===== config.mk =====
export PLATFORM = sky130hd
export DESIGN_NAME = brq_dccm_arbiter
export DESIGN_NICKNAME = d
export VERILOG_FILES = /design/src/rtl/brq_arb_pkg.sv /design/src/rtl/brq_rr_arb2.sv /design/src/rtl/brq_dccm_arbiter.sv
export SDC_FILE = /design/constraint.sdc
export NUM_CORES = 1
export LEC_CHECK = 0
export BUFFER_PORTS_ARGS = -buffer_cell sky130_fd_sc_hd__buf_2
export CAP_MARGIN = 0
export CORE_AREA = 2 2 100 102
export DETAILED_ROUTE_END_ITERATION = 16
export DIE_AREA = 0 0 102 104
export SLEW_MARGIN = 20
export SYNTH_ARGS = -nofsm -noshare
export SYNTH_HDL_FRONTEND = slang
export SYNTH_HIERARCHICAL = 1
export SYNTH_SLANG_ARGS = --single-unit

===== constraint.sdc =====
create_clock -name brq_clk -period 1.7 [get_ports brq_clk]
set_input_delay 0.17 -clock brq_clk [delete_from_list [all_inputs] [get_ports brq_clk]]
set_output_delay 0.17 -clock brq_clk [all_outputs]
set_load 0.005 [all_outputs]

===== src/rtl/brq_arb_pkg.sv =====
// Shared types for the DCCM arbiter: requester port ids and the memory request bundle.
package brq_arb_pkg;

  localparam int DataWidth = 32;
  localparam int AddrWidth = 15;

  typedef enum logic {
    ARB_CORE = 1'b0,
    ARB_EXT  = 1'b1
  } arb_port_e;

  typedef struct packed {
    logic                 we;
    logic [AddrWidth-1:0] addr;
    logic [DataWidth-1:0] wdata;
    logic [2:0]           byte_en;
  } mem_req_t;

endpackage


===== src/rtl/brq_rr_arb2.sv =====
// Two-way round-robin arbiter; last_gnt flips priority on every grant, reset favours core.
module brq_rr_arb2
  import brq_arb_pkg::*;
(
  input  logic       brq_clk,
  input  logic       brq_rst,
  input  logic [1:0] req_vld,
  output logic [1:0] gnt
);

  arb_port_e last_gnt;

  // Grants are suppressed while reset is held so nothing reaches the DCCM.
  always_comb begin
    gnt = '0;
    if (!brq_rst) begin
      unique case (req_vld)
        2'b01:   gnt = 2'b01;
        2'b10:   gnt = 2'b10;
        2'b11:   gnt = (last_gnt == ARB_EXT) ? 2'b01 : 2'b10;
        default: gnt = '0;
      endcase
    end
  end

  always_ff @(posedge brq_clk) begin
    if (brq_rst)     last_gnt <= ARB_EXT;
    else if (gnt[0]) last_gnt <= ARB_CORE;
    else if (gnt[1]) last_gnt <= ARB_EXT;
  end

endmodule


===== src/rtl/brq_dccm_arbiter.sv =====
// Shares the single DCCM port between core and ext masters with 1-cycle read responses.
// Optional stall counters are built when BRQ_DCCM_ARB_PERF_EN is defined.
module brq_dccm_arbiter #(
  parameter int DataWidth = 32,
  parameter int AddrWidth = 15
) (
  input  logic                 brq_clk,
  input  logic                 brq_rst,

  input  logic                 core_req_valid,
  output logic                 core_req_ready,
  input  logic                 core_req_we,
  input  logic [AddrWidth-1:0] core_req_addr,
  input  logic [DataWidth-1:0] core_req_wdata,
  input  logic [2:0]           core_req_byte_en,
  output logic                 core_rsp_valid,
  output logic [DataWidth-1:0] core_rsp_rdata,

  input  logic                 ext_req_valid,
  output logic                 ext_req_ready,
  input  logic                 ext_req_we,
  input  logic [AddrWidth-1:0] ext_req_addr,
  input  logic [DataWidth-1:0] ext_req_wdata,
  input  logic [2:0]           ext_req_byte_en,
  output logic                 ext_rsp_valid,
  output logic [DataWidth-1:0] ext_rsp_rdata,

  output logic                 mem_read_en,
  output logic                 mem_write_en,
  output logic [2:0]           mem_byte_en,
  output logic [AddrWidth-1:0] mem_address,
  output logic [DataWidth-1:0] mem_data_in,
  input  logic [DataWidth-1:0] mem_data_out
`ifdef BRQ_DCCM_ARB_PERF_EN
  ,
  output logic [31:0]          core_stall_cnt,
  output logic [31:0]          ext_stall_cnt
`endif
);

  import brq_arb_pkg::*;

  // Index 0 is core, index 1 is ext throughout.
  logic     [1:0] req_vld;
  logic     [1:0] gnt;
  logic     [1:0] rsp_vld;
  mem_req_t [1:0] req;
  mem_req_t       sel;
  logic           granted;

  assign req_vld = {ext_req_valid, core_req_valid};

  assign req[0] = '{we: core_req_we, addr: core_req_addr,
                    wdata: core_req_wdata, byte_en: core_req_byte_en};
  assign req[1] = '{we: ext_req_we, addr: ext_req_addr,
                    wdata: ext_req_wdata, byte_en: ext_req_byte_en};

  brq_rr_arb2 u_arb (
    .brq_clk (brq_clk),
    .brq_rst (brq_rst),
    .req_vld (req_vld),
    .gnt     (gnt)
  );

  assign core_req_ready = gnt[0];
  assign ext_req_ready  = gnt[1];

  // sel stays all-zero without a grant, which zeroes every mem_* output.
  always_comb begin
    sel = '0;
    for (int p = 0; p < 2; p++) begin
      if (gnt[p]) sel = req[p];
    end
  end

  assign granted      = |gnt;
  assign mem_read_en  = granted & ~sel.we;
  assign mem_write_en = granted &  sel.we;
  assign mem_byte_en  = sel.byte_en;
  assign mem_address  = sel.addr;
  assign mem_data_in  = sel.wdata;

  // vld_pipe[0] is an accepted read this cycle; vld_pipe[1] is its returning data.
  logic [1:0] vld_pipe;
  arb_port_e  rsp_owner;

  assign vld_pipe[0] = mem_read_en;

  always_ff @(posedge brq_clk) begin
    if (brq_rst) begin
      vld_pipe[1] <= 1'b0;
      rsp_owner   <= ARB_CORE;
    end else begin
      vld_pipe[1] <= vld_pipe[0];
      if (vld_pipe[0]) rsp_owner <= gnt[1] ? ARB_EXT : ARB_CORE;
    end
  end

  // Reset gates the response combinationally so a pending read is dropped at once.
  for (genvar p = 0; p < 2; p++) begin : g_rsp
    assign rsp_vld[p] = vld_pipe[1] & ~brq_rst &
                        (rsp_owner == ((p == 0) ? ARB_CORE : ARB_EXT));
  end

  assign core_rsp_valid = rsp_vld[0];
  assign ext_rsp_valid  = rsp_vld[1];
  assign core_rsp_rdata = mem_data_out;
  assign ext_rsp_rdata  = mem_data_out;

`ifdef BRQ_DCCM_ARB_PERF_EN
  logic [1:0][31:0] stall_cnt;

  for (genvar p = 0; p < 2; p++) begin : g_stall
    logic [31:0] cnt;
    always_ff @(posedge brq_clk) begin
      if (brq_rst)                               cnt <= '0;
      else if (req_vld[p] && !gnt[p] && cnt != '1) cnt <= cnt + 32'd1;
    end
    assign stall_cnt[p] = cnt;
  end

  assign core_stall_cnt = stall_cnt[0];
  assign ext_stall_cnt  = stall_cnt[1];
`endif

endmodule


Word level (Yosys, flattened, before mapping) --
Index checks and enable logic that the tools add are counted.
Word-level totals: register bits after elaboration 3, input bits 138
Operators by class: reduce and logical (&&, ||, !) cells 2, bitwise gates (word level) 8, multiplexer cells 8, equality and inequality tests 3
Operators with widths (count):
- 51-bit two-way mux | 2
- 2-bit one-hot mux with 3 select lines | 1
- 1-bit bitwise AND | 5
- 2-bit equality test (second input constant) | 2
- 2-bit two-way mux | 2
- 1-bit two-way mux | 3
- 1-bit NOT | 3
- 2-bit by 1-bit equality test with 1-bit output (second input constant) | 1
- 2-bit nonzero test | 1
- 2-bit OR reduction | 1

Depth between registers and ports, before layout --
Gate-level depths: netlist of the first run.
depth in word-level cells 7, gate-level depth with buffers 7, gate-level depth less buffers 4

Cells and area by module --
The synthesis of the first run kept the hierarchy.
Modules (own cells, without submodules):
- brq_dccm_arbiter | area each 1108.6 um^2, cells each 138, instances 1, seq. area each 40.0 um^2
- brq_rr_arb2 | area each 57.6 um^2, cells each 7, instances 1, seq. area each 20.0 um^2

Least setup slack after synthesis of the first run --
OpenSTA, ideal clock, no wires.
path kind reg2out, start point reg u_arb.last_gnt, end point out mem_address[0], slack 0.189 ns, cell stages (with the launch flop) 7, arrival 1.341 ns, buffers on the path 3, cell sequence dfxtp_1 -> a211oi_1 -> buf_6 -> nor2b_1 -> buf_2 -> buf_4 -> a22o_1
Between the ends: elaborated cells on any way between the ends 5, those cells by class 5 x mux
RTL lines:
- start, declared | RTL line brq_rr_arb2.sv:11 | arb_port_e last_gnt;
- start signal, assigned | RTL line brq_rr_arb2.sv:27 | if (brq_rst) last_gnt <= ARB_EXT;
- start signal, assigned | RTL line brq_rr_arb2.sv:28 | else if (gnt[0]) last_gnt <= ARB_CORE;
- start signal, assigned | RTL line brq_rr_arb2.sv:29 | else if (gnt[1]) last_gnt <= ARB_EXT;
- 2-bit two-way mux | RTL line brq_rr_arb2.sv:20 | 2'b11: gnt = (last_gnt == ARB_EXT) ? 2'b01 : 2'b10;
- 2-bit one-hot mux with 3 select lines | RTL line brq_rr_arb2.sv:17 | unique case (req_vld)
- 2-bit two-way mux | RTL line brq_rr_arb2.sv:16 | if (!brq_rst) begin
- net ext_req_ready | RTL line brq_dccm_arbiter.sv:20 | output logic ext_req_ready,
- 51-bit two-way mux | RTL line brq_dccm_arbiter.sv:72 | if (gnt[p]) sel = req[p];
- end, declared | RTL line brq_dccm_arbiter.sv:31 | output logic [AddrWidth-1:0] mem_address,
The timed path passes the listed nets, and every way through them passes these cells.

Worst setup path after layout of the first run --
start point reg u_arb.last_gnt, end point out mem_data_in[0]
Between the ends: word-level cells in the longest chain between the ends 5
Ends and longest elaborated chain:
- 2-bit two-way mux * | RTL line brq_rr_arb2.sv:20
- 2-bit one-hot mux with 3 select lines * | RTL line brq_rr_arb2.sv:17
- 2-bit two-way mux * | RTL line brq_rr_arb2.sv:16
- 51-bit two-way mux | RTL line brq_dccm_arbiter.sv:72
- 51-bit two-way mux * | RTL line brq_dccm_arbiter.sv:72
- end, declared | RTL line brq_dccm_arbiter.sv:32 | output logic [DataWidth-1:0] mem_data_in,
Mark *: on every way between the ends. The rest lies on a longest branch, timed or not.

==> run_results.csv, run 1 <==
group,metric,value,unit
clock_network,numClockSinks,3,
clock_network,postCtsHoldBufs,0,
clock_network,cts_root_buf,"clkbuf_8",
final_layout,drive_above_1_share,0.749,
status,status,"finished, violations left",
pwr,p_sw_frac,0.315,
clock_network,htreeDepth,1,
floorplanning,dieArea,10600,um2
detailed_routing,drt_iter0_drc,48,
detailed_routing,remaining_drc_errors,0,
global_route,grt_overflow,0,
sta,slew_violations,0,
sta,grt_setup_unrepaired,"true",
synth,syn_area,1170,um2
final_layout,stdcell_area,1910,um2
synth,yosys.area.top_type_share,0.444,
final_layout,fin_cells,380,
final_layout,diodes,0,
pwr,seqPwrFrac,0.108,
final_layout,syn_to_final_growth,63.7,%
floorplanning,io_pins,258,
synth,syn_nets,283,
clock_network,clk_pin_slew,30,ps
detailed_routing,dr_total_vias,1470,
placed_design,place_inst,367,
status,violations,"setup timing",
pwr,switching_power,0.230,mW
critical_path,arrival,1560,ps
job,cap_violations,0,
critical_path,cp_max_fo,6,
global_route,grt_pass1_wl,6790,um
pwr,p_leak,1.10,nW
floorplanning,core,9550,um2
synth,synth_area_leaders,"buf_4 (44%), a22o_1 (38%), dfxtp_1 (5.2%)",
global_route,grt_max_degree,39,
synth,postSynth.asyncResetShare,0,
sta,max_freq,576,MHz
sta,finalSetupViolCount,18,
sta,finalHoldViolCount,0,
synth,synth.most_common_cell,"buf_4",
final_layout,nNetsFinal,386,
pwr,peakVddDrop,0.196,mV
sta,slew_headroom,0.825,
floorplanning,die_width,102,um
placed_design,place_area,1660,um2
synth,synth_flop_cell,"dfxtp_1",
sta,min_period_over_period,1.02,
detailed_routing,routed_wl,5720,um
floorplanning,initial_core_util,0.122,
hold_path,hp-class,"input pin to register",
critical_path,end_kind,"primary output",
sta,worst_slack,-34.8,ps
placed_design,gp_congestion,0.695,
sta,skew,2.18,ps
clock_network,clk_path_buf_depth,2,
pwr,powerDensity,383,nW/um2
pwr,p_total,0.732,mW
synth,yosys_warnings,6,
synth,syn_area_per_cell,8.04,um2
critical_path,crit_required,1530,ps
critical_path,critPathKind,"register to primary output",
detailed_routing,drtPass1Iterations,4,
floorplanning,die_h,104,um
clock_network,cts_tree,"built",
final_layout,post-route-util,0.200,
sta,period_needed,1730,ps
synth,synthCells,145,
placed_design,place_hpwl,4090,um
detailed_routing,wire_per_inst,15.0,um
global_route,antenna_found_initial,1,
sta,worstMarginPinSlew,262,ps
synth,ys_top_cells_by_count,"buf_4 (69), a22o_1 (51), clkbuf_1 (4)",
pwr,p_clk_frac,0.284,
floorplanning,num_rows,36,
detailed_routing,via_per_inst,3.87,
synth,ys_types,19,
placed_design,place_worst_setup_slack,50.2,ps
synth,synth_area_leader_cell,"buf_4",
synth,yosysSeqAreaShare,0.0515,
global_route,grt_pass1_vias,1393,
pwr,internal-power,0.501,mW
clock_network,cts_buffers,3,
detailed_routing,antenna_left,0,
pwr,p_comb_frac,0.608,
placed_design,port_buffers,161,
critical_path,start_kind,"register",
global_route,track_usage,0.0812,
synth,ys_ff_latch,3,
synth,synth_edf_count,0,
clock_network,clk_latency,210,ps
==> registers in the layout (all words and copies together), names as in the netlist <==
signal	count
u_arb/last_gnt	1
vld_pipe	1
rsp_owner	1
==> area by class of cell <==
| type | count | area [um2] |
|---|---|---|
| clock buffers | 4 | 45.0 |
| fillers | 1059 | 7640 |
| inverters | 2 | 7.51 |
| multi-input cells | 64 | 583 |
| flip-flops and latches | 3 | 63.8 |
| well taps | 133 | 166 |
| repair buffers | 174 | 1040 |
==> power by group through the flow <==
stage	sequential, mW	combinational [mW]	clock [mW]
after floorplan	0.0780	0.271	0
after global placement	0.0792	0.371	0
after detailed placement	0.0799	0.380	0
after CTS	0.0788	0.406	0.214
after global routing	0.0798	0.486	0.224
final	0.0792	0.445	0.208
==> critical path, stage by stage, from the launching register on <==
cell and delay [ps]:
dfxtp_4 350, a211oi_4 280, nor2b_4 70, buf_12 150
buf_12 140, a22o_1 220, buf_2 130
==> cells in the final DEF, fill, tap and decap left out <==
cell       synthesis  routed
buf_2              2     161
a22o_1            51      51
buf_12             0       5
clkbuf_16          0       4
clkbuf_8           0       3
nor2b_4            0       2
buf_6              1       2
buf_4             69       2
dfxtp_1            3       2
inv_1              2       2
nand2b_1           1       1
or3b_4             1       1
nand2_2            0       1
nor3b_1            1       1
and3b_1            1       1
a21oi_2            1       1
nor2b_1            2       1
o2bb2ai_1          1       1
clkbuf_1           4       1
nor3_4             0       1
a211oi_4           0       1
a211o_1            1       1
dfxtp_4            0       1
==> per-layer routing <==
metal | part of all wire | global-route usage | vias to the layer above
met5 | 0.0023 | 0 | -
met4 | 0.013 | 0.0200 | 2
met3 | 0.11 | 0.0262 | 14
met2 | 0.55 | 0.175 | 137
met1 | 0.32 | 0.0661 | 641
li1 | - | - | 676
==> logic make-up (layout without fill, tap and decap cells) <==
group	Yosys count	in the layout	share of synthesized area
buffers and inverters	78	180	0.482
AO/OA/AOI/OAI	55	55	0.412
AND/OR/NAND/NOR	9	9	0.0547
flip-flops	3	3	0.0515
==> per-stage QoR <==
step / setup TNS [ps] / hold WS [ps]
after floorplan: 0 / 232
after global placement: 0 / 340
after detailed placement: 0 / 340
after CTS: -376 / 240
after global routing: -3060 / 270
final: -138 / 259
==> repair_timing <==
action / in CTS / in global routing
gates resized for setup: 5 / 7
endpoints found under the setup margin: 52 / 52
pin swaps: 1 / 8
cloned: 1 / 4
buffers inserted: 3 / 2
==> worst paths after layout <==
path / start / end / slack [ps] / cells after the start
setup / recovery: u_arb/last_gnt / mem_data_in[0] / -30 / 6
hold / removal: brq_rst / vld_pipe[1] / 260 / 2
setup reg to reg: u_arb/last_gnt / rsp_owner / 220 / 6
hold reg to reg: u_arb/last_gnt / u_arb/last_gnt / 530 / 1
No activity file was read; power rests on OpenSTA's default activity.
==> inputs of run 2 (changes only) <==
Settings changed: CORE_AREA 2 2 100 102 to 2 2 101 103, DIE_AREA 0 0 102 104 to 0 0 103 105, SYNTH_HIERARCHICAL 1 to not set.
==> run_results.csv, run 2 <==
group,metric,value,unit
critical_path,end_kind,"primary output",
global_route,grt_overflow,0,
synth,syn_nets,284,
detailed_routing,via_per_inst,3.83,
critical_path,crit_chain,"nand2b_1 > and3_2 > buf_6 > a22o_1 > buf_2",
synth,synth_edf_count,0,
synth,synth_area_leaders,"buf_4 (43%), a22o_1 (39%), buf_6 (7.5%)",
sta,grt_setup_unrepaired,"false",
detailed_routing,antenna_left,0,
critical_path,critPathKind,"register to primary output",
sta,finalSetupViolCount,0,
clock_network,cts_tree,"built",
floorplanning,io_pins,258,
sta,period_needed,1580,ps
clock_network,numClockSinks,3,
synth,syn_area,1200,um2
synth,yosysSeqAreaShare,0.0500,
synth,postSynth.asyncResetShare,0,
detailed_routing,dr_total_vias,1428,
clock_network,htreeDepth,1,
final_layout,stdcell_area,1680,um2
sta,worstMarginPinSlew,242,ps
pwr,p_leak,1.01,nW
detailed_routing,wire_per_inst,12.8,um
final_layout,reg_top3,"rsp_owner x1, u_arb.last_gnt x1, vld_pipe x1",
sta,tns,0,ps
final_layout,drive_above_1_share,0.715,
critical_path,start_kind,"register",
final_layout,layout_commonest_cell,"buf_2",
sta,slew_headroom,0.839,
pwr,seqPwrFrac,0.120,
sta,skew,3.39,ps
placed_design,port_buffers,161,
detailed_routing,routed_wl,4780,um
global_route,antenna_found_initial,2,
final_layout,post-route-util,0.174,
floorplanning,initial_core_util,0.125,
floorplanning,die_width,103,um
floorplanning,num_rows,36,
clock_network,clk_path_buf_depth,2,
synth,synth_area_leader_cell,"buf_4",
clock_network,cts_root_buf,"clkbuf_8",
sta,finalHoldViolCount,0,
synth,yosys.area.top_type_share,0.425,
pwr,p_comb_frac,0.571,
global_route,grt_max_degree,34,
sta,slew_violations,0,
synth,synth.most_common_cell,"buf_4",
floorplanning,die_h,105,um
critical_path,cp_max_fo,22,
critical_path,path_buf_inv,2,
synth,ys_types,14,
hold_path,hp-class,"input pin to register",
status,status,"completed",
clock_network,clk_pin_slew,30,ps
critical_path,crit_required,1530,ps
pwr,powerDensity,391,nW/um2
final_layout,fill_cells,1117,
placed_design,place_hpwl,4180,um
global_route,grt_pass1_vias,1332,
placed_design,place_area,1610,um2
synth,ys_ff_latch,3,
floorplanning,core,9640,um2
critical_path,cpMaxStageDelayCell,"dfxtp_1",
critical_path,cp_top_family,"simple AND/OR/NAND/NOR gates",
detailed_routing,drt_iter0_drc,59,
final_layout,fin_cells,373,
final_layout,syn_to_final_growth,39.8,%
synth,syn_area_per_cell,8.23,um2
global_route,track_usage,0.0756,
final_layout,nNetsFinal,378,
detailed_routing,drtPass1Iterations,4,
pwr,p_clk_frac,0.309,
synth,ys_top_cells_by_count,"buf_4 (68), a22o_1 (53), buf_6 (8)",
synth,yosys_warnings,0,
global_route,grt_pass1_wl,6380,um
pwr,switching_power,0.202,mW
placed_design,place_inst,368,
pwr,internal-power,0.454,mW
floorplanning,dieArea,10800,um2
sta,max_freq,633,MHz
pwr,peakVddDrop,0.641,mV
synth,synth_flop_cell,"dfxtp_1",
critical_path,slowest_delay,310,ps
clock_network,postCtsHoldBufs,0,
detailed_routing,remaining_drc_errors,0,
synth,synthCells,146,
clock_network,clk_latency,210,ps
critical_path,arrival,1410,ps
job,cap_violations,0,
final_layout,final_cell_mix,"buf_2 (161), a22o_1 (53), clkbuf_8 (3), dfxtp_1 (3)",
sta,hold-worst-slack,201,ps
clock_network,cts_buffers,3,
placed_design,gp_congestion,0.738,
pwr,p_sw_frac,0.309,
sta,min_period_over_period,0.930,
-- run 2: cell count changes in the layout (fill, tap and decap cells not counted), moves of 2 or more --
cell / change
buf_12: -5
nor2b_4: -2
clkbuf_16: -4
nand2_1: +2
buf_8: +2
buf_4: -2
a22o_1: +2
-- run 2: repair_timing --
item                                    in CTS  in global routing
resized for setup                            0                  7
buffers inserted                             0                  0
endpoints found under the setup margin       0                 36
-- run 2: worst min-delay path: stages --
cell	delay, ps
buf_2	110
inv_2	50
nand2_1	50
-- run 2: area by class of cell --
class / count / area, um2 / area share
Antenna cell: 1 / 2.50 / 0.00149
Clock buffer: 4 / 45.0 / 0.0268
Inverter: 3 / 11.3 / 0.00671
Multi-Input combinational cell: 64 / 536 / 0.319
Sequential cell: 3 / 60.1 / 0.0358
Tap cell: 133 / 166 / 0.0991
Timing Repair Buffer: 165 / 858 / 0.511
-- run 2: final timing paths --
path | slack (ps) | startpoint | to | depth (start not counted)
max | 120 | u_arb.last_gnt | mem_address[7] | 5
min | 200 | brq_rst | u_arb.last_gnt | 3
max reg2reg | 570 | u_arb.last_gnt | vld_pipe[1] | 4
min reg2reg | 520 | u_arb.last_gnt | u_arb.last_gnt | 2
-- run 2: power by group through the flow --
stage / clock network, mW / registers (mW) / logic [mW]
CTS: 0.207 / 0.0787 / 0.368
floorplan: 0 / 0.0786 / 0.286
global route: 0.220 / 0.0797 / 0.412
finish: 0.203 / 0.0789 / 0.374
detailed placement: 0 / 0.0795 / 0.368
global placement: 0 / 0.0790 / 0.363
-- run 2: cell families after synthesis --
| group | count (synthesis) | synth area share |
|---|---|---|
| buf+inv | 79 | 0.509 |
| simple gates | 8 | 0.0386 |
| compound gates | 56 | 0.402 |
| flops | 3 | 0.0500 |
-- run 2: per-layer routing --
| layer | track usage | up-vias | share of wire |
|---|---|---|---|
| li1 | - | 663 | - |
| met1 | 0.0690 | 633 | 0.34 |
| met2 | 0.152 | 114 | 0.51 |
| met3 | 0.0234 | 18 | 0.12 |
| met4 | 0.0235 | 0 | 0.026 |
| met5 | 0 | - | 0 |
-- run 2: through the flow --
| stage | total power, mW | setup WS [ps] |
|---|---|---|
| floorplan | 0.365 | 475 |
| global placement | 0.442 | 303 |
| detailed placement | 0.447 | 261 |
| CTS | 0.654 | 32.0 |
| global route | 0.712 | 25.7 |
| finish | 0.656 | 119 |
==> inputs of run 3 (changes only) <==
==> constraint.sdc (replaced) <==
create_clock -name brq_clk -period 1.7 [get_ports brq_clk]
set_input_delay 0.085 -clock brq_clk [delete_from_list [all_inputs] [get_ports brq_clk]]
set_output_delay 0.085 -clock brq_clk [all_outputs]
set_load 0.005 [all_outputs]
==> run_results.csv, run 3 (synthesis results as in run 2) <==
group,metric,value,unit
status,status,"completed",
sta,tns,0,ps
global_route,grt_pass1_wl,6150,um
critical_path,cp-startpoint,"u_arb.last_gnt",
clock_network,clk_pin_slew,30,ps
sta,slew_headroom,0.770,
detailed_routing,via_per_inst,3.74,
detailed_routing,wl_met1,1660,um
floorplanning,core,9640,um2
critical_path,end_kind,"primary output",
pwr,p_leak,1.01,nW
floorplanning,initial_core_util,0.125,
floorplanning,io_pins,258,
pwr,peakVddDrop,0.761,mV
sta,max_freq,634,MHz
global_route,track_usage,0.0729,
floorplanning,die_width,103,um
sta,slew_violations,0,
placed_design,place_worst_setup_slack,348,ps
clock_network,post_cts_resized,0,
placed_design,place_inst,368,
pwr,powerDensity,389,nW/um2
final_layout,fill_cells,1107,
detailed_routing,dr_total_vias,1396,
clock_network,post_cts_buffers,0,
sta,finalSetupViolCount,0,
clock_network,clk_path_buf_depth,2,
final_layout,multi_input_area,532,um2
critical_path,critPathKind,"register to primary output",
sta,worst_slack,123,ps
placed_design,gp_congestion,0.738,
sta,min_period_over_period,0.928,
detailed_routing,antenna_left,0,
global_route,antenna_found_initial,1,
detailed_routing,highest_layer,"met4",
sta,finalHoldViolCount,0,
job,cap_violations,0,
final_layout,nNetsFinal,378,
critical_path,start_kind,"register",
detailed_routing,wire_per_inst,12.8,um
final_layout,final_cell_mix,"buf_2 (161), a22o_1 (53), buf_4 (4)",
final_layout,syn_to_final_growth,37.6,%
floorplanning,dieArea,10800,um2
critical_path,crit_required,1620,ps
detailed_routing,routed_wl,4760,um
placed_design,place_hpwl,4140,um
final_layout,seqCellArea,60.1,um2
sta,worstMarginPinSlew,345,ps
critical_path,arrival,1490,ps
floorplanning,num_rows,36,
clock_network,postCtsHoldBufs,0,
floorplanning,die_h,105,um
sta,period_needed,1580,ps
detailed_routing,drt_iter0_drc,72,
global_route,grt_max_degree,34,
sta,skew,3.16,ps
detailed_routing,remaining_drc_errors,0,
detailed_routing,dr_wl_met3,600,um
final_layout,fin_cells,373,
global_route,grt_overflow,0,
sta,hold-worst-slack,119,ps
detailed_routing,met2WireLength,2410,um
clock_network,cts_root_buf,"clkbuf_8",
placed_design,port_buffers,161,
hold_path,hp-class,"input pin to register",
clock_network,cts_tree,"built",
critical_path,reg2reg_from,"u_arb.last_gnt",
global_route,grt_pass1_vias,1282,
final_layout,layout_commonest_cell,"buf_2",
critical_path,cp_max_fo,33,
clock_network,clk_latency,210,ps
clock_network,numClockSinks,3,
clock_network,cts_buffers,3,
hold_path,hold_path_startpoint,"brq_rst",
final_layout,reg_top3,"rsp_owner x1, u_arb.last_gnt x1, vld_pipe x1",
detailed_routing,drtPass1Iterations,4,
final_layout,drive_above_1_share,0.715,
clock_network,htreeDepth,1,
sta,grt_setup_unrepaired,"false",
[run 3: cell counts in the layout (fill, tap and decap cells not counted)]
No cell type changed its count.
[run 3: final cells by class]
class                           instances  area share
Timing Repair Buffer                  165       0.506
Multi-Input combinational cell         64       0.322
Tap cell                              133       0.101
Sequential cell                         3      0.0363
Clock buffer                            4      0.0273
Inverter                                3     0.00681
Antenna cell                            1     0.00151
[run 3: path summary, 6_finish.rpt]
kind	to	slack (ps)	cells after the start
worst max register to register	vld_pipe[1]	510	4
worst min register to register	u_arb.last_gnt	520	2
worst max-delay path	mem_byte_en[1]	120	5
worst min-delay path	u_arb.last_gnt	120	3
[run 3: worst max-delay path: stages (launching register included)]
cell and delay, ps:
dfxtp_1 330, nand2_1 80, and3_2 220, buf_4 230, a22o_1 280, buf_2 130
[run 3: per-layer routing]
metal | track usage | vias to the layer above
met4 | 0.0179 | 0
li1 | - | 662
met3 | 0.0241 | 14
met1 | 0.0682 | 603
met5 | 0 | -
met2 | 0.146 | 117
[run 3: metrics by stage]
stage	cell area (um2)	total power [mW]	utilization
floorplan	1200	0.365	-
global placement	1610	0.442	0.167
detailed placement	1610	0.447	0.167
CTS	1650	0.653	0.171
global route	1650	0.701	0.171
finish	1650	0.644	0.171
[run 3: report_power, final]
| group | total (mW) | internal (mW) | switching, mW |
|---|---|---|---|
| Combinational | 0.367 | 0.212 | 0.155 |
| Clock | 0.198 | 0.159 | 0.0392 |
| Sequential | 0.0786 | 0.0760 | 0.00257 |
| Total | 0.644 | 0.447 | 0.196 |
